### config.mk
export PLATFORM = sky130hd
export DESIGN_NAME = inta_sequencer
export DESIGN_NICKNAME = d
export VERILOG_FILES = /design/src/rtl/inta_sequencer.sv
export SDC_FILE = /design/constraint.sdc
export NUM_CORES = 1
export LEC_CHECK = 0
export ABC_AREA = 1
export BUFFER_PORTS_ARGS = -buffer_cell sky130_fd_sc_hd__buf_2
export CORE_MARGIN = 2
export CORE_UTILIZATION = 46
export CTS_CLUSTER_SIZE = 25
export DETAILED_ROUTE_END_ITERATION = 6
export PLACE_DENSITY = 0.74
export SYNTH_ARGS = -nofsm -noshare
export SYNTH_HDL_FRONTEND = slang
export SYNTH_SLANG_ARGS = --single-unit
### constraint.sdc
create_clock -name clk -period 1.22 [get_ports clk]
set_clock_uncertainty 0.05 [all_clocks]
set_input_delay 0.122 -clock clk [delete_from_list [all_inputs] [get_ports clk]]
set_output_delay 0.122 -clock clk [all_outputs]
set_load 0.02 [all_outputs]
### src/rtl/inta_sequencer.sv
// 8259A-style INT/INTA sequencer: owns the ISR, runs the two-pulse 8086 INTA handshake and EOI.
// Optional feature: define INTA_TIMEOUT_EN to abort a stalled handshake after TIMEOUT_CYCLES in WAIT2.
module inta_sequencer #(
  parameter int TIMEOUT_CYCLES = 255
) (
  input  logic       clk,
  input  logic       rst_n,
  input  logic       pr_valid,
  input  logic [2:0] pr_level,
  input  logic       inta_n,
  input  logic [4:0] vec_base,
  input  logic       aeoi,
  input  logic       eoi_ns,
  input  logic       eoi_sp,
  input  logic [2:0] eoi_level,
  output logic       int_out,
  output logic [7:0] irr_clr,
  output logic [7:0] isr,
  output logic [7:0] data_out,
  output logic       data_oe,
  output logic       timeout
);

  localparam logic [2:0] IDLE  = 3'd0;
  localparam logic [2:0] REQ   = 3'd1;
  localparam logic [2:0] ACK1  = 3'd2;
  localparam logic [2:0] WAIT2 = 3'd3;
  localparam logic [2:0] ACK2  = 3'd4;

  logic [2:0] state_reg;
  logic       inta_q;
  logic [2:0] lvl_reg;
  logic       spurious_reg;
  logic       inta_fall;
  logic       inta_rise;
  logic       timeout_hit;
  logic [7:0] low_set;
  logic [7:0] eoi_mask;
  logic [7:0] isr_set;
  logic [7:0] hs_clr;
  logic [7:0] isr_next;

  assign inta_fall = inta_q & ~inta_n;
  assign inta_rise = ~inta_q & inta_n;

  // One-hot of the lowest-index (highest-priority) in-service bit, for non-specific EOI.
  generate
    for (genvar gi = 0; gi < 8; gi++) begin : g_low
      if (gi == 0) begin : g_first
        assign low_set[gi] = isr[gi];
      end else begin : g_rest
        assign low_set[gi] = isr[gi] & ~(|isr[gi-1:0]);
      end
    end
  endgenerate

  always_comb begin
    eoi_mask = 8'h00;
    isr_set  = 8'h00;
    hs_clr   = 8'h00;
    if (eoi_sp)
      eoi_mask = 8'b1 << eoi_level;
    else if (eoi_ns)
      eoi_mask = low_set;
    if (state_reg == REQ && inta_fall && pr_valid)
      isr_set = 8'b1 << pr_level;
    if (state_reg == ACK2 && inta_rise && aeoi && !spurious_reg)
      hs_clr = 8'b1 << lvl_reg;
    if (timeout_hit && !spurious_reg)
      hs_clr = 8'b1 << lvl_reg;
    // Clears act on the pre-edge ISR; a same-cycle set wins.
    isr_next = (isr & ~eoi_mask & ~hs_clr) | isr_set;
  end

`ifdef INTA_TIMEOUT_EN
  localparam int CW = $clog2(TIMEOUT_CYCLES + 1);
  logic [CW-1:0] to_cnt_reg;
  logic          timeout_reg;

  assign timeout_hit = (state_reg == WAIT2) && !inta_fall && (to_cnt_reg == CW'(TIMEOUT_CYCLES));
  assign timeout     = timeout_reg;

  always_ff @(posedge clk or negedge rst_n) begin
    if (!rst_n) begin
      to_cnt_reg  <= '0;
      timeout_reg <= 1'b0;
    end else begin
      timeout_reg <= timeout_hit;
      if (state_reg != WAIT2 || timeout_hit)
        to_cnt_reg <= '0;
      else
        to_cnt_reg <= to_cnt_reg + 1'b1;
    end
  end
`else
  logic unused_timeout_cfg;
  assign unused_timeout_cfg = ^32'(TIMEOUT_CYCLES);
  assign timeout_hit        = 1'b0;
  assign timeout            = 1'b0;
`endif

  always_ff @(posedge clk or negedge rst_n) begin
    if (!rst_n) begin
      state_reg    <= IDLE;
      inta_q       <= 1'b1;
      lvl_reg      <= 3'd0;
      spurious_reg <= 1'b0;
      int_out      <= 1'b0;
      irr_clr      <= 8'h00;
      isr          <= 8'h00;
      data_out     <= 8'h00;
      data_oe      <= 1'b0;
    end else begin
      inta_q  <= inta_n;
      irr_clr <= 8'h00;
      isr     <= isr_next;
      case (state_reg)
        IDLE: begin
          if (pr_valid) begin
            int_out   <= 1'b1;
            state_reg <= REQ;
          end
        end
        REQ: begin
          if (inta_fall) begin
            // A request that vanished before INTA is answered with the level-7 spurious vector.
            lvl_reg      <= pr_valid ? pr_level : 3'd7;
            spurious_reg <= ~pr_valid;
            if (pr_valid)
              irr_clr <= 8'b1 << pr_level;
            int_out   <= 1'b0;
            state_reg <= ACK1;
          end
        end
        ACK1: begin
          if (inta_rise)
            state_reg <= WAIT2;
        end
        WAIT2: begin
          if (inta_fall) begin
            data_oe   <= 1'b1;
            data_out  <= {vec_base, lvl_reg};
            state_reg <= ACK2;
          end else if (timeout_hit) begin
            state_reg <= IDLE;
          end
        end
        ACK2: begin
          if (inta_rise) begin
            data_oe   <= 1'b0;
            state_reg <= IDLE;
          end
        end
        default: state_reg <= IDLE;
      endcase
    end
  end

endmodule

## Word level (Yosys, flattened, before mapping)

Index checks and enable logic that the tools add are counted.

| storage, ports and cells | value |
|---|---|
| flip-flop bits (word level) | 34 |
| bits of input ports | 18 |
| output and inout port bits | 27 |
| logic and storage cells | 85 |

| operators by class | value |
|---|---|
| equal/unequal tests | 9 |
| shift-type cells | 3 |
| mux-type cells | 20 |
| bitwise operators | 24 |
| reduce and logical (&&, ||, !) cells | 20 |

Operator list:

| kind | number |
|---|---|
| two-way mux 8 bit | 7 |
| left shift 1 x 3 -> 8 bit (first input constant) | 3 |
| two-way mux 3 bit | 6 |
| AND 8 bit | 2 |
| NOT 8 bit | 2 |
| one-hot mux 3 bit (5 select lines) | 1 |
| != test 2 bit (second input constant) | 5 |
| NOT 1 bit | 10 |
| AND 1 bit | 9 |
| OR 8 bit | 1 |
| OR reduction 7 bit | 1 |
| == test 3 x 2 -> 1 bit (second input constant) | 2 |
| AND reduction 3 bit | 2 |
| OR reduction 6 bit | 1 |
| logical AND 1 bit | 5 |
| AND reduction 5 bit | 1 |
| OR reduction 5 bit | 1 |
| two-way mux 1 bit | 4 |
| one-hot mux 1 bit (2 select lines) | 2 |
| AND reduction 2 bit | 2 |
| nonzero test 2 bit | 2 |
| OR reduction 4 bit | 1 |
| == test 3 x 1 -> 1 bit (second input constant) | 1 |
| == test 3 bit (second input constant) | 1 |
| 4 further kinds | 4 |

## Logic depth before layout (Yosys ltp)

Gate-level depths: netlist of run 1.

| depth | value |
|---|---|
| word-level depth | 9 |
| mapped depth | 7 |

## Worst setup path after synthesis of run 1

OpenSTA, ideal clock, no wires.

| timing path | value |
|---|---|
| path type | reg-to-reg |
| from | register inta_q |
| to | register isr[4] |
| library setup time | 66 ps |
| data arrival time | 1177 ps |
| data required time | 1104 ps |
| slack | -72 ps |
| stages on the path, launching flop included | 8 |
| path buffers | 1 |
| clock period less this slack | 1292 ps |
| path through | dfstp_2 > inv_1 > nor2_4 > nand3_4 > nor2_4 > buf_6 > nand3_1 > nand2_1 |

| between the ends | value |
|---|---|
| word-level cells in the longest chain between the ends | 9 |
| elaborated cells on any way between the ends | 13 |
| classes of those cells | mux: 2; bitwise: 6; reduce/logical: 5 |

RTL lines:

| element | RTL line | RTL |
|---|---|---|
| start, declared | 31 | `logic inta_q;` |
| start signal, assigned | 114 | `inta_q <= inta_n;` |
| NOT 1 bit | 44 | `assign inta_rise = ~inta_q & inta_n;` |
| AND 1 bit | 44 |  |
| logical AND 1 bit (3 in a row) | 67 | `if (state_reg == ACK2 && inta_rise && aeoi && !spurious_reg)` |
| two-way mux 8 bit | 67 |  |
| NOT 8 bit | 72 | `isr_next = (isr & ~eoi_mask & ~hs_clr) \| isr_set;` |
| AND 8 bit | 72 |  |
| OR 8 bit * | 72 |  |
| named net isr_next[4] | 41 | `logic [7:0] isr_next;` |
| end signal, assigned | 116 | `isr <= isr_next;` |
| end, declared | 18 | `output logic [7:0] isr,` |

The timed path passes the listed nets; every way through them passes the cells marked *.
A chain may end at the register's enable or synchronous reset.

## Worst setup path after layout of run 1

| timing path | value |
|---|---|
| from | register inta_q |
| to | register isr[5] |

Same word-level chain as after synthesis.

==> impl_metrics.py, run 1 <==
metrics = {
    "critical_path": {
        "cp-end-kind": "register",
        "cp_slowest_stage_delay_ps": 530,
        "cp_data_required_time_ps": 1450,
        "cp_slowest_cell": "dfstp_2",
        "critPathLaunchType": "register",
        "cp_common_cell": "nor2_4",
        "critical-path-top-delay-family": "simple AND/OR/NAND/NOR gates",
        "cp_cell_sequence": "inv_2, nor2_4, nand3_4, nor2_4, buf_6, nand3_2, nand2_2",
        "reg2reg_depth": 7,
        "crit_cells": 7,
        "cp_num_buf_inv": 2,
        "cp.arrival_ps": 1600,
        "path_max_fanout": 6,
        "worstSetupPathType": "reg -> reg",
    },
    "detailed_routing": {
        "drtIter0Drc": 98,
        "remaining_drc_errors": 0,
        "wl_per_cell_um": 11.5,
        "dr.pass1.iters": 4,
        "ant_nets": 0,
        "drt_wl_total_mm": 3.82,
        "viasPerCell": 4.86,
        "vias": 1614,
    },
    "place": {
        "gp_congestion": 0.807,
        "dpl.cell_count": 313,
        "dp_hpwl_mm": 2.82,
        "place_area_mm2": 0.00206,
        "port_buffers": 43,
    },
    "global_routing": {
        "antenna_found_initial": 0,
        "grt_pass1_vias": 1523,
        "grt_max_degree": 18,
        "grt_pass1_wl_mm": 6.51,
        "grt_use_total_pct": 20.8,
        "grt_overflow": 0,
    },
    "timing": {
        "setup_viol": 29,
        "fin_ws_ps": -146,
        "final_hold_viol_count": 0,
        "finalCriticalPeriod_ps": 1370,
        "fmax_ghz": 0.732,
        "rsz0062_at_grt": "true",
        "drv_slew": 0,
        "fin_setup_tns_ps": -2590,
        "min_period_over_period_pct": 112,
    },
    "die": {
        "ios": 45,
        "rows": 21,
        "dieArea_mm2": 0.00412,
        "die_width_um": 64.2,
        "die_height_um": 64.2,
        "initial_utilization_pct": 48.8,
        "core_mm2": 0.00342,
    },
    "cts": {
        "cts-root-buf": "clkbuf_4",
        "clk_pin_slew_ps": 100,
        "htree_levels": 2,
        "clock_latency_ps": 330,
        "cts_buffer_depth": 2,
        "cts_tree": "built",
        "numCtsBuffers": 5,
        "clock_sinks": 34,
    },
    "synthesis": {
        "synth_top_area_share_pct": 49.5,
        "synth_seq_cells": 34,
        "synth_top_area_cell": "dfrtp_1",
        "yosysSeqAreaShare_pct": 51.1,
        "synthDistinctLibCells": 21,
        "synth.area.top_cells": "dfrtp_1 50%, nand2_1 9.7%, inv_1 9.0%",
        "synth.net_count": 226,
        "synthCells": 208,
        "yosys_warnings": 0,
        "synth_area_mm2": 0.00167,
        "synth_area_per_cell_um2": 8.01,
    },
    "cells_and_area": {
        "seqCellArea_um2": 856,
        "areaGrowthSynthToFinish_pct": 39.3,
        "drive_gt1_share_pct": 35.7,
        "mostFrequentLayoutCells": "44 x buf_2, 38 x inv_1, 37 x nand2_1",
        "final_nets": 303,
        "mostFrequentLayoutCell": "buf_2",
        "fin_cells": 332,
        "fin_util_pct": 67.9,
        "num_antenna_cells": 0,
        "fill_cells": 303,
        "design_area_mm2": 0.00232,
        "multiInputGateArea_um2": 723,
        "reg.largest.list": "data_out x8, irr_clr x8, isr x8",
    },
    "job": {
        "cap_violations": 0,
    },
    "hold_path": {
        "hp-class": "in -> reg",
        "hold-path-cell-count": 3,
    },
    "power_and_ir_drop": {
        "vdd_drop_max_mv": 0.926,
        "powerDensity_mw_per_mm2": 1660,
        "leakage_nw": 1.35,
    },
    "outcome": {
        "violations": "setup timing",
        "outcome": "finished with violations",
    },
}
==> final cells by class <==
cell class / instances / area share [%]
tap: 46 / 2.48
sequential: 34 / 36.9
timing repair buffer: 72 / 20.3
inverter: 41 / 6.63
clock inverter: 1 / 0.216
clock buffer: 7 / 2.37
multi-input combinational: 131 / 31.2
==> synthesized netlist by cell type <==
cell type   n
nor2_1     24
nand3_4     1
buf_4       1
buf_6       2
nor3_1      3
nand2_1    43
dfrtp_1    33
nand3_2     1
a31oi_1     2
a22oi_1     3
nand3_1    23
inv_2       1
nand2_2     1
conb_1      1
nand3b_1    1
dfstp_2     1
a21oi_1     4
o21ai_0    12
nor2_4      4
nand4_1     7
inv_1      40
==> timing repair <==
item	in CTS	in global routing
buffers inserted	0	2
resized for setup	7	25
hold buffers	7	0
hold endpoints to repair	21	0
cloned	2	0
pin swaps	1	10
setup endpoints to repair	32	33
==> worst paths after layout <==
| kind | start | endpoint | slack [ps] |
|---|---|---|---|
| setup / recovery | inta_q | isr[5] | -150 |
| hold / removal | pr_level[2] | irr_clr[4] | 20 |
| setup reg to reg | inta_q | isr[5] | -150 |
| hold reg to reg | data_out[4] | data_out[4] | 440 |
| max in group asynchronous | rst_n | spurious_reg | 460 |
| min in group asynchronous | rst_n | data_oe | 180 |
==> report_power, final <==
part / switching (mW) / total (mW) / internal, mW
Combinational: 0.937 / 1.62 / 0.683
Sequential: 0.213 / 1.61 / 1.39
Clock: 0.353 / 0.632 / 0.279
==> through the flow <==
step | setup WS, ps | hold slack, ps | total power, mW
2_1_floorplan | -63.1 | -224 | 2.42
3_3_place_gp | -143 | 13.7 | 2.96
3_5_place_dp | -189 | 16.7 | 2.99
4_1_cts | -171 | 21.6 | 3.71
5_1_grt | -215 | 36.0 | 4.15
6_report | -146 | 19.5 | 3.86
==> metal layers <==
metal,vias up,wire [um],global-route usage [%]
met5,-,0,0
met4,0,47,9.84
met3,5,211,5.28
met2,47,1770,31.6
met1,752,1790,27.8
li1,810,-,-
==> cell families (layout without fill, tap and decap cells) <==
| logic type | Yosys count | after routing | synth area share (%) |
|---|---|---|---|
| buf+inv | 44 | 121 | 11.0 |
| compound gates | 21 | 21 | 6.91 |
| simple gates | 108 | 109 | 30.7 |
| other cells | 1 | 1 | 0.225 |
| flops | 34 | 34 | 51.1 |
==> worst register-to-register path, stage by stage (launching register included) <==
cell	delay (ps)
dfstp_2	530
inv_2	40
nor2_4	120
nand3_4	120
nor2_4	190
buf_6	120
nand3_2	80
nand2_2	80
No activity file was read; power rests on OpenSTA's default activity.
==> inputs of run 2 (changes only) <==
==> constraint.sdc (replaced) <==
create_clock -name clk -period 1.22 [get_ports clk]
set_clock_uncertainty 0.05 [all_clocks]
set_input_delay 0.183 -clock clk [delete_from_list [all_inputs] [get_ports clk]]
set_output_delay 0.183 -clock clk [all_outputs]
set_load 0.02 [all_outputs]
==> impl_metrics.py, run 2 (same netlist as run 1, synthesis figures left out) <==
metrics = {
    "hold_path": {
        "min_from": "inta_n",
        "hold-path-cell-count": 1,
        "hold_path_end": "inta_q",
        "hp-class": "in -> reg",
    },
    "place": {
        "dpl.cell_count": 313,
        "dp_hpwl_mm": 2.83,
        "dp_slack_ps": -183,
        "port_buffers": 43,
        "place_area_mm2": 0.00207,
        "gp_congestion": 0.842,
    },
    "critical_path": {
        "r2r_setup_slack_ps": -190,
        "cp_data_required_time_ps": 1450,
        "cp_slowest_cell": "dfstp_2",
        "critPathLaunchType": "register",
        "cp_num_buf_inv": 2,
        "cp.arrival_ps": 1640,
        "critical-path-top-delay-family": "simple AND/OR/NAND/NOR gates",
        "cp_slowest_stage_delay_ps": 550,
        "cp_cell_sequence": "inv_2, nor2_4, nand3_4, nor2_4, buf_6, nand2_4, nor2_2",
        "reg2reg_depth": 7,
        "reg2reg_from": "inta_q",
        "worstSetupPathType": "reg -> reg",
        "reg2reg_to": "irr_clr[0]",
        "path_max_fanout": 6,
        "cp_common_cell": "nor2_4",
        "cp-end-kind": "register",
    },
    "timing": {
        "finalCriticalPeriod_ps": 1410,
        "final_hold_viol_count": 1,
        "rsz0062_at_grt": "true",
        "setup_viol": 33,
        "hold_slack_ps": -53.0,
        "min_period_over_period_pct": 116,
        "fmax_ghz": 0.707,
        "drv_slew": 0,
        "fin_setup_tns_ps": -4490,
        "fin_ws_ps": -194,
    },
    "die": {
        "die_width_um": 64.2,
        "core_mm2": 0.00342,
        "die_height_um": 64.2,
        "initial_utilization_pct": 48.8,
        "rows": 21,
        "dieArea_mm2": 0.00412,
        "ios": 45,
    },
    "cells_and_area": {
        "reg.largest.list": "data_out x8, irr_clr x8, isr x8",
        "fill_cells": 293,
        "num_antenna_cells": 0,
        "fin_util_pct": 68.1,
        "final_nets": 302,
        "mostFrequentLayoutCell": "buf_2",
        "multiInputGateArea_um2": 732,
        "mostFrequentLayoutCells": "43 x buf_2, 37 x inv_1, 36 x nand2_1",
        "drive_gt1_share_pct": 37.9,
        "fin_cells": 331,
        "areaGrowthSynthToFinish_pct": 39.6,
        "design_area_mm2": 0.00233,
        "seqCellArea_um2": 853,
    },
    "cts": {
        "clk_pin_slew_ps": 100,
        "numCtsBuffers": 5,
        "htree_levels": 2,
        "cts_hold_buf": 1,
        "cts_tree": "built",
        "clock_sinks": 34,
        "clock_latency_ps": 340,
        "cts-root-buf": "clkbuf_4",
        "cts_buffer_depth": 2,
    },
    "outcome": {
        "violations": "hold timing, setup timing",
        "outcome": "finished with violations",
    },
    "power_and_ir_drop": {
        "power.internal_mw": 2.43,
        "p_sw_mw": 1.55,
        "power_frac_comb_pct": 44.4,
        "powerDensity_mw_per_mm2": 1710,
        "pwr-share-clk_pct": 16.0,
        "leakage_nw": 1.35,
        "pwr-share-seq_pct": 39.6,
        "p_sw_share_pct": 38.9,
        "vdd_drop_max_mv": 1.05,
        "p_total_mw": 3.97,
    },
    "global_routing": {
        "antenna_found_initial": 0,
        "grt_use_total_pct": 22.0,
        "grt_pass1_wl_mm": 6.94,
        "grt_overflow": 0,
        "grt_max_degree": 19,
        "grt_pass1_vias": 1570,
    },
    "job": {
        "cap_violations": 0,
    },
    "detailed_routing": {
        "viasPerCell": 4.86,
        "vias": 1609,
        "remaining_drc_errors": 0,
        "dr.pass1.iters": 4,
        "drtIter0Drc": 93,
        "ant_nets": 0,
        "drt_wl_total_mm": 4.01,
        "wl_per_cell_um": 12.1,
    },
}
## run 2: power by group through the flow
stage	clock (mW)	sequential (mW)	combinational, mW
floorplan	0	1.78	0.635
global placement	0	1.58	1.41
detailed placement	0	1.58	1.44
CTS	0.656	1.56	1.70
global route	0.732	1.60	1.95
finish	0.637	1.57	1.76
## run 2: layer usage
| layer | vias up | share of wire (%) | global-route usage (%) |
|---|---|---|---|
| met4 | 0 | 2.2 | 10.4 |
| met2 | 55 | 46 | 33.2 |
| met1 | 731 | 46 | 30.5 |
| li1 | 812 | - | - |
| met3 | 11 | 5.7 | 4.23 |
| met5 | - | 0 | 0 |
## run 2: worst max-delay path by stage
stage,from,endpoint,slack [ps],cells after the start
after floorplan,inta_q,isr[4],-60,7
after global placement,inta_q,irr_clr[0],-140,7
after detailed placement,inta_q,irr_clr[1],-180,7
after CTS,inta_q,irr_clr[1],-150,7
after global routing,inta_q,irr_clr[0],-280,7
final,inta_q,irr_clr[0],-190,7
## run 2: repair_timing
action                                  CTS  global route
endpoints found under the setup margin   32            33
setup buffers                             7             1
pin swaps                                 6             4
gates resized for setup                  20            18
cloned                                    2             0
hold endpoints to repair                 16             1
## run 2: area by class of cell
| class | instances | share of cell area [%] |
|---|---|---|
| Clock inverter | 1 | 0.215 |
| Clock buffer | 7 | 2.37 |
| Tap cell | 46 | 2.47 |
| Multi-Input combinational cell | 131 | 31.5 |
| Inverter | 41 | 6.72 |
| Sequential cell | 34 | 36.7 |
| Timing Repair Buffer | 71 | 20.1 |
==> inputs of run 3 (changes only) <==
--- a/config.mk
+++ b/config.mk
@@ -12,6 +12,7 @@
 export CTS_CLUSTER_SIZE = 25
 export DETAILED_ROUTE_END_ITERATION = 6
 export PLACE_DENSITY = 0.74
+export RECOVER_POWER = 25
 export SYNTH_ARGS = -nofsm -noshare
 export SYNTH_HDL_FRONTEND = slang
 export SYNTH_SLANG_ARGS = --single-unit
==> impl_metrics.py, run 3 (same netlist as run 1, synthesis figures left out) <==
metrics = {
    "outcome": {
        "outcome": "finished with violations",
        "violations": "hold timing, setup timing",
    },
    "cells_and_area": {
        "mostFrequentLayoutCells": "42 x buf_2, 37 x inv_1, 36 x nand2_1",
        "drive_gt1_share_pct": 37.9,
        "num_antenna_cells": 0,
        "mostFrequentLayoutCell": "buf_2",
        "fin_cells": 331,
        "final_nets": 302,
        "fin_util_pct": 68.1,
        "areaGrowthSynthToFinish_pct": 39.6,
        "reg.largest.list": "data_out x8, irr_clr x8, isr x8",
        "design_area_mm2": 0.00233,
    },
    "critical_path": {
        "r2r_setup_slack_ps": -190,
        "reg2reg_to": "irr_clr[0]",
        "cp_cell_sequence": "inv_2, nor2_4, nand3_4, nor2_4, buf_6, nand2_4, nor2_2",
        "cp_common_cell": "nor2_4",
        "cp.arrival_ps": 1640,
        "cp_slowest_stage_delay_ps": 550,
        "reg2reg_from": "inta_q",
        "cp-end-kind": "register",
        "reg2reg_depth": 7,
        "worstSetupPathType": "reg -> reg",
        "cp_data_required_time_ps": 1450,
        "cp_slowest_cell": "dfstp_2",
        "critPathLaunchType": "register",
        "cp_num_buf_inv": 2,
        "path_max_fanout": 6,
        "critical-path-top-delay-family": "simple AND/OR/NAND/NOR gates",
    },
    "power_and_ir_drop": {
        "vdd_drop_max_mv": 1.05,
        "powerDensity_mw_per_mm2": 1710,
        "leakage_nw": 1.35,
    },
    "die": {
        "dieArea_mm2": 0.00412,
        "die_height_um": 64.2,
        "initial_utilization_pct": 48.8,
        "core_mm2": 0.00342,
        "ios": 45,
        "die_width_um": 64.2,
        "rows": 21,
    },
    "detailed_routing": {
        "vias": 1609,
        "ant_nets": 0,
        "drtIter0Drc": 93,
        "viasPerCell": 4.86,
        "dr.pass1.iters": 4,
        "drt_wl_total_mm": 4.01,
        "remaining_drc_errors": 0,
        "wl_per_cell_um": 12.1,
    },
    "cts": {
        "clock_sinks": 34,
        "clk_pin_slew_ps": 100,
        "htree_levels": 2,
        "cts_hold_buf": 1,
        "numCtsBuffers": 5,
        "clock_latency_ps": 340,
        "cts-root-buf": "clkbuf_4",
        "cts_tree": "built",
        "cts_buffer_depth": 2,
    },
    "hold_path": {
        "min_from": "inta_n",
        "hp-class": "in -> reg",
        "hold_path_end": "inta_q",
        "hold-path-cell-count": 1,
    },
    "place": {
        "dp_slack_ps": -183,
        "dp_hpwl_mm": 2.83,
        "dpl.cell_count": 313,
        "place_area_mm2": 0.00207,
        "port_buffers": 43,
        "gp_congestion": 0.842,
    },
    "global_routing": {
        "grt_pass1_wl_mm": 6.94,
        "antenna_found_initial": 0,
        "grt_use_total_pct": 22.0,
        "grt_overflow": 0,
        "grt_max_degree": 19,
        "grt_pass1_vias": 1570,
    },
    "timing": {
        "final_hold_viol_count": 1,
        "min_period_over_period_pct": 116,
        "drv_slew": 0,
        "finalCriticalPeriod_ps": 1410,
        "rsz0062_at_grt": "true",
        "setup_viol": 33,
        "fin_ws_ps": -194,
        "hold_slack_ps": -53.0,
        "fmax_ghz": 0.707,
    },
    "job": {
        "cap_violations": 0,
    },
}
-- run 3: changes by cell type in the layout (fill, tap and decap cells not counted) --
cell	before	now
buf_2	43	42
clkbuf_2	0	1
-- run 3: layout make-up --
class | count | area (um2)
Clock buffer | 7 | 55.1
Clock inverter | 1 | 5.00
Fill cell | 293 | 1090
Inverter | 41 | 156
Multi-Input combinational cell | 131 | 732
Sequential cell | 34 | 853
Tap cell | 46 | 57.6
Timing Repair Buffer | 71 | 467
-- run 3: per-layer routing --
layer | track usage, % | wire length (um)
met1 | 30.5 | 1850
met2 | 33.2 | 1840
met3 | 4.23 | 227
met4 | 10.4 | 89
met5 | 0 | 0
-- run 3: worst max-delay path by stage --
stage            from          to  slack [ps]  depth (start not counted)
6_report       inta_q  irr_clr[0]        -190                          7
5_1_grt        inta_q  irr_clr[0]        -280                          7
4_1_cts        inta_q  irr_clr[1]        -150                          7
3_5_place_dp   inta_q  irr_clr[1]        -180                          7
3_3_place_gp   inta_q  irr_clr[0]        -140                          7
2_1_floorplan  inta_q      isr[4]         -60                          7
-- run 3: through the flow --
step	power (mW)	TNS (ps)	hold WS, ps
3_3_place_gp	2.98	-2740	79.4
6_report	3.97	-4490	-53.0
5_1_grt	4.29	-6910	-84.5
4_1_cts	3.92	-3310	-76.1
2_1_floorplan	2.42	-728	-163
3_5_place_dp	3.02	-3670	79.4
-- run 3: where the power goes --
group / total (mW) / switching [mW] / internal (mW)
Sequential: 1.57 / 0.187 / 1.39
Clock: 0.637 / 0.358 / 0.279
Combinational: 1.76 / 1.00 / 0.762
-- run 3: repair_timing --
item	CTS	global route
endpoints found under the setup margin	32	33
setup buffers	7	1
hold endpoints to repair	16	1
resized for setup	20	18
cloned	2	0
pin swaps	6	4
